===== src/rtl/id_ex_reg.sv =====
// ID/EX pipeline register: captures decoded operands and control from ID each
// cycle, inserts NOP bubbles on load-use stalls or flushes, and counts both events.
module id_ex_reg #(
  parameter logic [2:0] BUBBLE_M = 3'b111,
  parameter int         CNT_W    = 16
) (
  input  logic             clk_i,
  input  logic             rst_i,
  input  logic             start_i,
  input  logic             valid_i,
  input  logic             flush_i,
  input  logic [31:0]      pc_i,
  input  logic [31:0]      rs_data_i,
  input  logic [31:0]      rt_data_i,
  input  logic [31:0]      imm_i,
  input  logic [4:0]       rs_addr_i,
  input  logic [4:0]       rt_addr_i,
  input  logic [4:0]       rd_addr_i,
  input  logic [1:0]       wb_i,
  input  logic [2:0]       m_i,
  input  logic [3:0]       ex_i,
  output logic [31:0]      pc_o,
  output logic [31:0]      rs_data_o,
  output logic [31:0]      rt_data_o,
  output logic [31:0]      imm_o,
  output logic [4:0]       rs_addr_o,
  output logic [4:0]       rt_addr_o,
  output logic [4:0]       rd_addr_o,
  output logic [1:0]       wb_o,
  output logic [2:0]       m_o,
  output logic [3:0]       ex_o,
  output logic             valid_o,
  output logic [CNT_W-1:0] bubble_cnt_o,
  output logic [CNT_W-1:0] flush_cnt_o
);

  localparam logic [CNT_W-1:0] CNT_ONE = CNT_W'(1);
  localparam logic [CNT_W-1:0] CNT_MAX = '1;

  // A NOP is any cycle where the ID instruction must not reach EX.
  logic load_nop;
  assign load_nop = flush_i || !valid_i;

  always_ff @(posedge clk_i or posedge rst_i) begin
    if (rst_i) begin
      pc_o         <= '0;
      rs_data_o    <= '0;
      rt_data_o    <= '0;
      imm_o        <= '0;
      rs_addr_o    <= '0;
      rt_addr_o    <= '0;
      rd_addr_o    <= '0;
      wb_o         <= '0;
      m_o          <= BUBBLE_M;
      ex_o         <= '0;
      valid_o      <= 1'b0;
      bubble_cnt_o <= '0;
      flush_cnt_o  <= '0;
    end else if (start_i) begin
      if (load_nop) begin
        // Constants only, so X on the ID data path never leaks into a bubble.
        pc_o      <= '0;
        rs_data_o <= '0;
        rt_data_o <= '0;
        imm_o     <= '0;
        rs_addr_o <= '0;
        rt_addr_o <= '0;
        rd_addr_o <= '0;
        wb_o      <= '0;
        m_o       <= BUBBLE_M;
        ex_o      <= '0;
        valid_o   <= 1'b0;
        // Flush wins over bubble: a flushed cycle is not also counted as a bubble.
        if (flush_i) begin
          if (flush_cnt_o != CNT_MAX) flush_cnt_o <= flush_cnt_o + CNT_ONE;
        end else begin
          if (bubble_cnt_o != CNT_MAX) bubble_cnt_o <= bubble_cnt_o + CNT_ONE;
        end
      end else begin
        pc_o      <= pc_i;
        rs_data_o <= rs_data_i;
        rt_data_o <= rt_data_i;
        imm_o     <= imm_i;
        rs_addr_o <= rs_addr_i;
        rt_addr_o <= rt_addr_i;
        rd_addr_o <= rd_addr_i;
        wb_o      <= wb_i;
        m_o       <= m_i;
        ex_o      <= ex_i;
        valid_o   <= 1'b1;
      end
    end
  end

endmodule


===== config.mk =====
export PLATFORM = sky130hd
export DESIGN_NAME = id_ex_reg
export DESIGN_NICKNAME = d
export VERILOG_FILES = /design/src/rtl/id_ex_reg.sv
export SDC_FILE = /design/constraint.sdc
export NUM_CORES = 1
export LEC_CHECK = 0
export CORE_AREA = 2 2 132 134
export CTS_CLUSTER_DIAMETER = 80
export CTS_CLUSTER_SIZE = 28
export DETAILED_ROUTE_END_ITERATION = 8
export DIE_AREA = 0 0 134 136
export DONT_BUFFER_PORTS = 1
export PLACE_DENSITY_LB_ADDON = 0.05
export SETUP_SLACK_MARGIN = 0.4
export SLEW_MARGIN = 15
export SYNTH_ARGS = -nofsm -noshare
export SYNTH_HDL_FRONTEND = slang
export SYNTH_SLANG_ARGS = --single-unit

===== constraint.sdc =====
create_clock -name clk_i -period 12.2 [get_ports clk_i]
set_input_delay 0.61 -clock clk_i [delete_from_list [all_inputs] [get_ports clk_i]]
set_output_delay 0.61 -clock clk_i [all_outputs]
set_load 0.01 [all_outputs]

==> flow_summary.yaml, run 1 <==
status:
  status: "complete, no violations"
yosys:
  synth-compound-area-share_pct: 10.92
  post_synth_instance_area_um2: 7438
  ys_seq_elements: 185
  synth_top_family_by_area: "simple AND/OR/NAND/NOR gates"
  synth_xor_xnor_area_share_pct: 2.944
  synth.avg_cell_area_um2: 9.440
  synth-adder-area-share_pct: 0.3364
  post_synth_inst_count: 788
  ys_types: 35
  synth_fp_nets: 947
  synth_mux_area_share_pct: 0.6056
  yosys_warnings: 0
  synth.yosys.seq_area_share_pct: 62.29
  post_synth_and_or_nand_nor_area_fraction_pct: 13.41
sta:
  report.final.hold_viol_count: 0
  worst_clock_skew_ns: 0.009155
  period_needed_ns: 2.232
  period_share_pct: 18.29
  setup_total_negative_slack_ns: 0
  timing.fmax_mhz: 448.0
  tightestPinTransition_ns: 1.004
  report.final.slew_viol_count: 0
  slew_headroom_pct: 33.04
  setup_viol: 0
  rsz0062_at_grt: "false"
global_route:
  first_global_vias: 5073
  grt_max_degree: 160
  grt_antenna_before_repair: 0
  grt-ovfl-total: 0
  gr-usage-all-layers_pct: 19.74
  first_pass_grt_wire_length_um: 27890
worst_setup_path:
  critical_path_class: "in -> reg"
  timing.reg2reg.worst_path_depth: 5
  reg2reg_from: "bubble_cnt_o[0]"
  setup.worst_path.start_class: "primary input"
  critical_path_peak_fanout: 159
  setup.reg_to_reg.worst_slack_ns: 10.12
  cp_data_arrival_time_ns: 2.57
  crit_required_ns: 12.54
  cp-end-kind: "flip-flop"
  r2r_endpoint: "bubble_cnt_o[1]"
floorplanning:
  num_io_pins: 342
  die_y_um: 136
  starting_utilization_of_the_core_area_pct: 44.08
  row_count: 48
  dieArea_um2: 18220
  coreArea_um2: 16880
  floorplan_die_width_um: 134
clocking:
  clk_latency_ns: 0.42
  cts.reportedPaths.clkPinSlew_ns: 0.06
  postCtsSetupBuffers: 0
  holdBufCountCts: 0
  root_buffer: "clkbuf_16"
  cts_inserted_buffers: 17
  clock_tree.buffer_depth: 2
  ctsResizeCount: 0
  tritoncts: "done"
  h-tree-depth: 4
  clock_sink_count: 185
finish:
  final_common_cell: "dfrtp_1"
  nNetsFinal: 933
  final_layout_size_suffix_gt1_share_pct: 4.968
  flow.area_growth_from_synthesis_pct: 10.34
  total_inserted_antenna_cells: 0
  fillers: 1580
  top_library_cells_by_usage_in_the_layout_fill_and_taps_aside: "dfrtp_1 (182), nand2_1 (159), inv_1 (152)"
  fin_util_pct: 48.64
drt:
  detailedRoute.firstIterationViolations: 318
  wire_per_inst_um: 18.01
  postRouteWirelength_um: 18190
  drtPass1Iterations: 5
  vias: 5117
  post_drt_antenna_nets: 0
  drc: 0
  drt-vias-per-instance: 5.066
power:
  combPwrFrac_pct: 5.5
  register_share_of_total_power_pct: 53.8
  internal-power_mw: 1.028
  p_sw_share_pct: 25.17
  share_clk_of_total_power_pct: 40.7
  total_switching_power_mw: 0.3460
  power_density_relative_to_cell_area_nw_per_um2: 167.4
  total_leakage_power_nw: 3.621
  vdd.ir_drop.worst_mv: 0.09355
place:
  place.port_buffers: 0
  place.gp.congestion: 0.8159
  dp_hpwl_um: 12910
min_path:
  worstHoldPathType: "in -> async"
run:
  cap_violations: 0
## worst max-delay path, stage by stage
cell	delay [ns]
and3b_4	0.75
buf_4	0.72
nand2_1	0.16
o21ai_0	0.11
## sequential cells by signal, summed over array words and instances (netlist names), 4 cells and up
| name | cells |
|---|---|
| rd_addr_o | 5 |
| imm_o | 32 |
| rt_data_o | 32 |
| bubble_cnt_o | 16 |
| rs_data_o | 32 |
| rs_addr_o | 5 |
| ex_o | 4 |
| pc_o | 32 |
| flush_cnt_o | 16 |
| rt_addr_o | 5 |
## synthesized netlist by cell type (all sizes together)
library cell,n,area [um^2]
a21boi,1,7.510
a21oi,3,15.01
and2,3,18.77
and3,2,12.51
and3b,1,8.760
and4,2,17.52
buf,7,27.52
clkbuf,28,105.1
dfrtp,182,4554
dfstp,3,78.83
ha,2,25.02
inv,153,574.3
mux2,4,45.04
nand2,159,596.8
nand3,10,50.05
nand3b,2,15.01
nand4,12,75.07
nand4b,3,26.28
nor2,11,41.29
nor3,9,45.04
nor3b,2,15.01
nor4,3,25.02
nor4b,2,17.52
o21a,1,7.510
o21ai,151,755.7
o22a,3,26.28
or2,2,12.52
or3b,1,8.760
or4,1,11.26
xnor2,13,113.9
xor2,12,105.1
## cells by family after synthesis
kind of cell / after synthesis
xor gates and xnor gates: 25
and+or+nand+nor: 225
AOI/OAI and AO/OA: 159
DFF: 185
muxes: 4
adders and majority gates: 2
buffers and inverters: 188
## per-stage QoR
step	cell area [um^2]	instances	power, mW	hold slack, ns	setup WS, ns
after floorplan	7438	788	0.7957	0.5213	6.566
after global placement	7611	980	0.8230	0.5665	9.580
after detailed placement	7611	980	0.8289	0.5696	9.558
after CTS	8208	1010	1.392	0.2827	10.00
after global routing	8208	1010	1.436	0.2802	9.840
final	8208	1010	1.374	0.2932	9.968
## how the worst max path moves through the flow
stage / slack (ns) / end / from
2_1_floorplan: 6.57 / bubble_cnt_o[0] / rst_i
3_3_place_gp: 9.58 / rt_data_o[7] / flush_i
3_5_place_dp: 9.56 / rt_data_o[7] / flush_i
4_1_cts: 10.00 / rt_data_o[7] / flush_i
5_1_grt: 9.84 / imm_o[27] / flush_i
6_report: 9.97 / rt_data_o[7] / start_i
## routing by layer
metal	track usage (%)	wire, um	up-vias
met2	31.74	8749	250
met3	7.494	1839	34
li1	-	-	2425
met1	24.13	7070	2408
met4	7.861	532	0
met5	0	0	-
## final cells by class
class / count / area (um^2) / share of cell area (%)
Sequential cell: 185 / 4633 / 56.45
Multi-Input combinational cell: 415 / 2102 / 25.61
Inverter: 153 / 579.3 / 7.058
Clock buffer: 24 / 481.7 / 5.869
Tap cell: 225 / 281.5 / 3.430
Clock inverter: 6 / 115.1 / 1.402
Timing Repair Buffer: 2 / 15.01 / 0.1829
## power by group through the flow
| stage | sequential (mW) | clock, mW | combinational (mW) |
|---|---|---|---|
| floorplan | 0.729 | 0 | 0.0667 |
| global placement | 0.751 | 0 | 0.0725 |
| detailed placement | 0.751 | 0 | 0.0779 |
| CTS | 0.740 | 0.574 | 0.0778 |
| global route | 0.745 | 0.599 | 0.0917 |
| finish | 0.740 | 0.559 | 0.0757 |
Power figures use the tool's default switching activity.
==> run 2: changes to the inputs <==
Clock period 12.2 ns to 2.1 ns, I/O delays scaled along.
==> flow_summary.yaml, run 2 (synthesis gave the netlist of run 1 again) <==
floorplanning:
  num_io_pins: 342
  floorplan_die_width_um: 134
  die_y_um: 136
  dieArea_um2: 18220
  coreArea_um2: 16880
  row_count: 48
  starting_utilization_of_the_core_area_pct: 44.08
sta:
  timing.fmax_mhz: 602.8
  period_share_pct: 78.99
  rsz0062_at_grt: "true"
  report.final.hold_viol_count: 0
  report.final.slew_viol_count: 0
  setup_viol: 0
  slew_headroom_pct: 53.67
  setup_total_negative_slack_ns: 0
  tightestPinTransition_ns: 0.6934
  period_needed_ns: 1.659
  worst_clock_skew_ns: 0.006160
worst_setup_path:
  critical_path_peak_fanout: 4
  setup.worst_path.start_class: "flip-flop"
  timing.critical_path.max_delay_family: "simple AND/OR/NAND/NOR gates"
  timing.critical_path.cells: "nand4_1 -> or4_4 -> nor2_2 -> mux2_1"
  timing.critical_path.slowest_stage_cell: "or4_4"
  crit_required_ns: 2.40
  cp_data_arrival_time_ns: 1.96
  cp-end-kind: "flip-flop"
  critPathBufInv: 0
  critPathMaxStageDelay_ns: 0.55
  critical_path_class: "reg -> reg"
finish:
  final_layout_size_suffix_gt1_share_pct: 8.409
  total_inserted_antenna_cells: 0
  sequential_cell_area_um2: 4644
  fin_util_pct: 61.05
  flow.area_growth_from_synthesis_pct: 38.52
  final_common_cell: "dlygate4sd3_1"
  multi_input_comb_area_um2: 2170
  post_layout_instance_area_um2: 10300
  top_library_cells_by_usage_in_the_layout_fill_and_taps_aside: "dlygate4sd3_1 (181), dfrtp_1 (173), nand2_1 (159)"
  nNetsFinal: 1134
  fillers: 1389
clocking:
  clk_latency_ns: 0.42
  cts_inserted_buffers: 17
  clock_tree.buffer_depth: 2
  h-tree-depth: 4
  clock_sink_count: 185
  tritoncts: "done"
  cts.reportedPaths.clkPinSlew_ns: 0.06
  root_buffer: "clkbuf_16"
place:
  place.port_buffers: 0
  dp_hpwl_um: 13730
  place.gp.congestion: 0.8772
  post_dp_cell_area_um2: 7785
drt:
  drtPass1Iterations: 4
  detailedRoute.firstIterationViolations: 275
  post_drt_antenna_nets: 0
  drc: 0
  drt-vias-per-instance: 4.964
  vias: 6016
  postRouteWirelength_um: 21310
  wire_per_inst_um: 17.58
global_route:
  grt_antenna_before_repair: 0
  grt-ovfl-total: 0
  first_global_vias: 6321
  first_pass_grt_wire_length_um: 32700
  grt_max_degree: 105
  gr-usage-all-layers_pct: 23.30
power:
  total_leakage_power_nw: 4.608
  power_density_relative_to_cell_area_nw_per_um2: 801.2
  vdd.ir_drop.worst_mv: 0.5609
min_path:
  worstHoldPathType: "in -> reg"
run:
  cap_violations: 0
status:
  status: "complete, no violations"
## run 2: final cells by class
class	count	share of cell area, %
clock inverters	12	1.239
multi-input cells	415	21.06
repair buffers	203	19.99
well taps	225	2.732
clock buffers	19	4.299
inverters	153	5.610
flip-flops and latches	185	45.08
## run 2: report_power, final
| group | internal, mW | switching [mW] | total [mW] |
|---|---|---|---|
| clock network | 1.77 | 1.34 | 3.11 |
| logic | 0.455 | 0.418 | 0.873 |
| registers | 3.85 | 0.421 | 4.27 |
| total | 6.08 | 2.18 | 8.26 |
## run 2: stage by stage
step | worst slack, ns | hold slack, ns | total power, mW | std cells
after floorplan | -0.3811 | 0.2218 | 4.624 | 788
final | 0.4411 | 0.01338 | 8.255 | 1212
after detailed placement | 0.3489 | 0.1196 | 4.858 | 995
after CTS | 0.3789 | 0.01234 | 8.313 | 1208
after global placement | 0.3847 | 0.1208 | 4.826 | 995
after global routing | 0.3433 | 0.04345 | 8.617 | 1212
## run 2: layer usage
layer | routed length, um | track usage [%]
met4 | 693 | 10.99
met1 | 8213 | 26.69
met2 | 10680 | 39.91
met5 | 0 | 0
met3 | 1723 | 7.271
## run 2: final timing paths
path	from	endpoint	slack, ns	depth (start not counted)
worst max-delay path	bubble_cnt_o[6]	bubble_cnt_o[11]	0.44	4
worst min-delay path	valid_i	m_o[2]	0.01	2
worst max register to register	bubble_cnt_o[6]	bubble_cnt_o[11]	0.44	4
worst min register to register	bubble_cnt_o[6]	bubble_cnt_o[6]	0.53	1
max in group asynchronous	rst_i	m_o[0]	1.18	3
min in group asynchronous	rst_i	bubble_cnt_o[13]	0.26	2
## run 2: timing repair
item,in CTS,in global routing
pin swaps,1,3
setup buffers,0,4
gates resized for setup,5,17
hold buffers,182,0
setup endpoints to repair,5,22
hold endpoints to repair,174,0
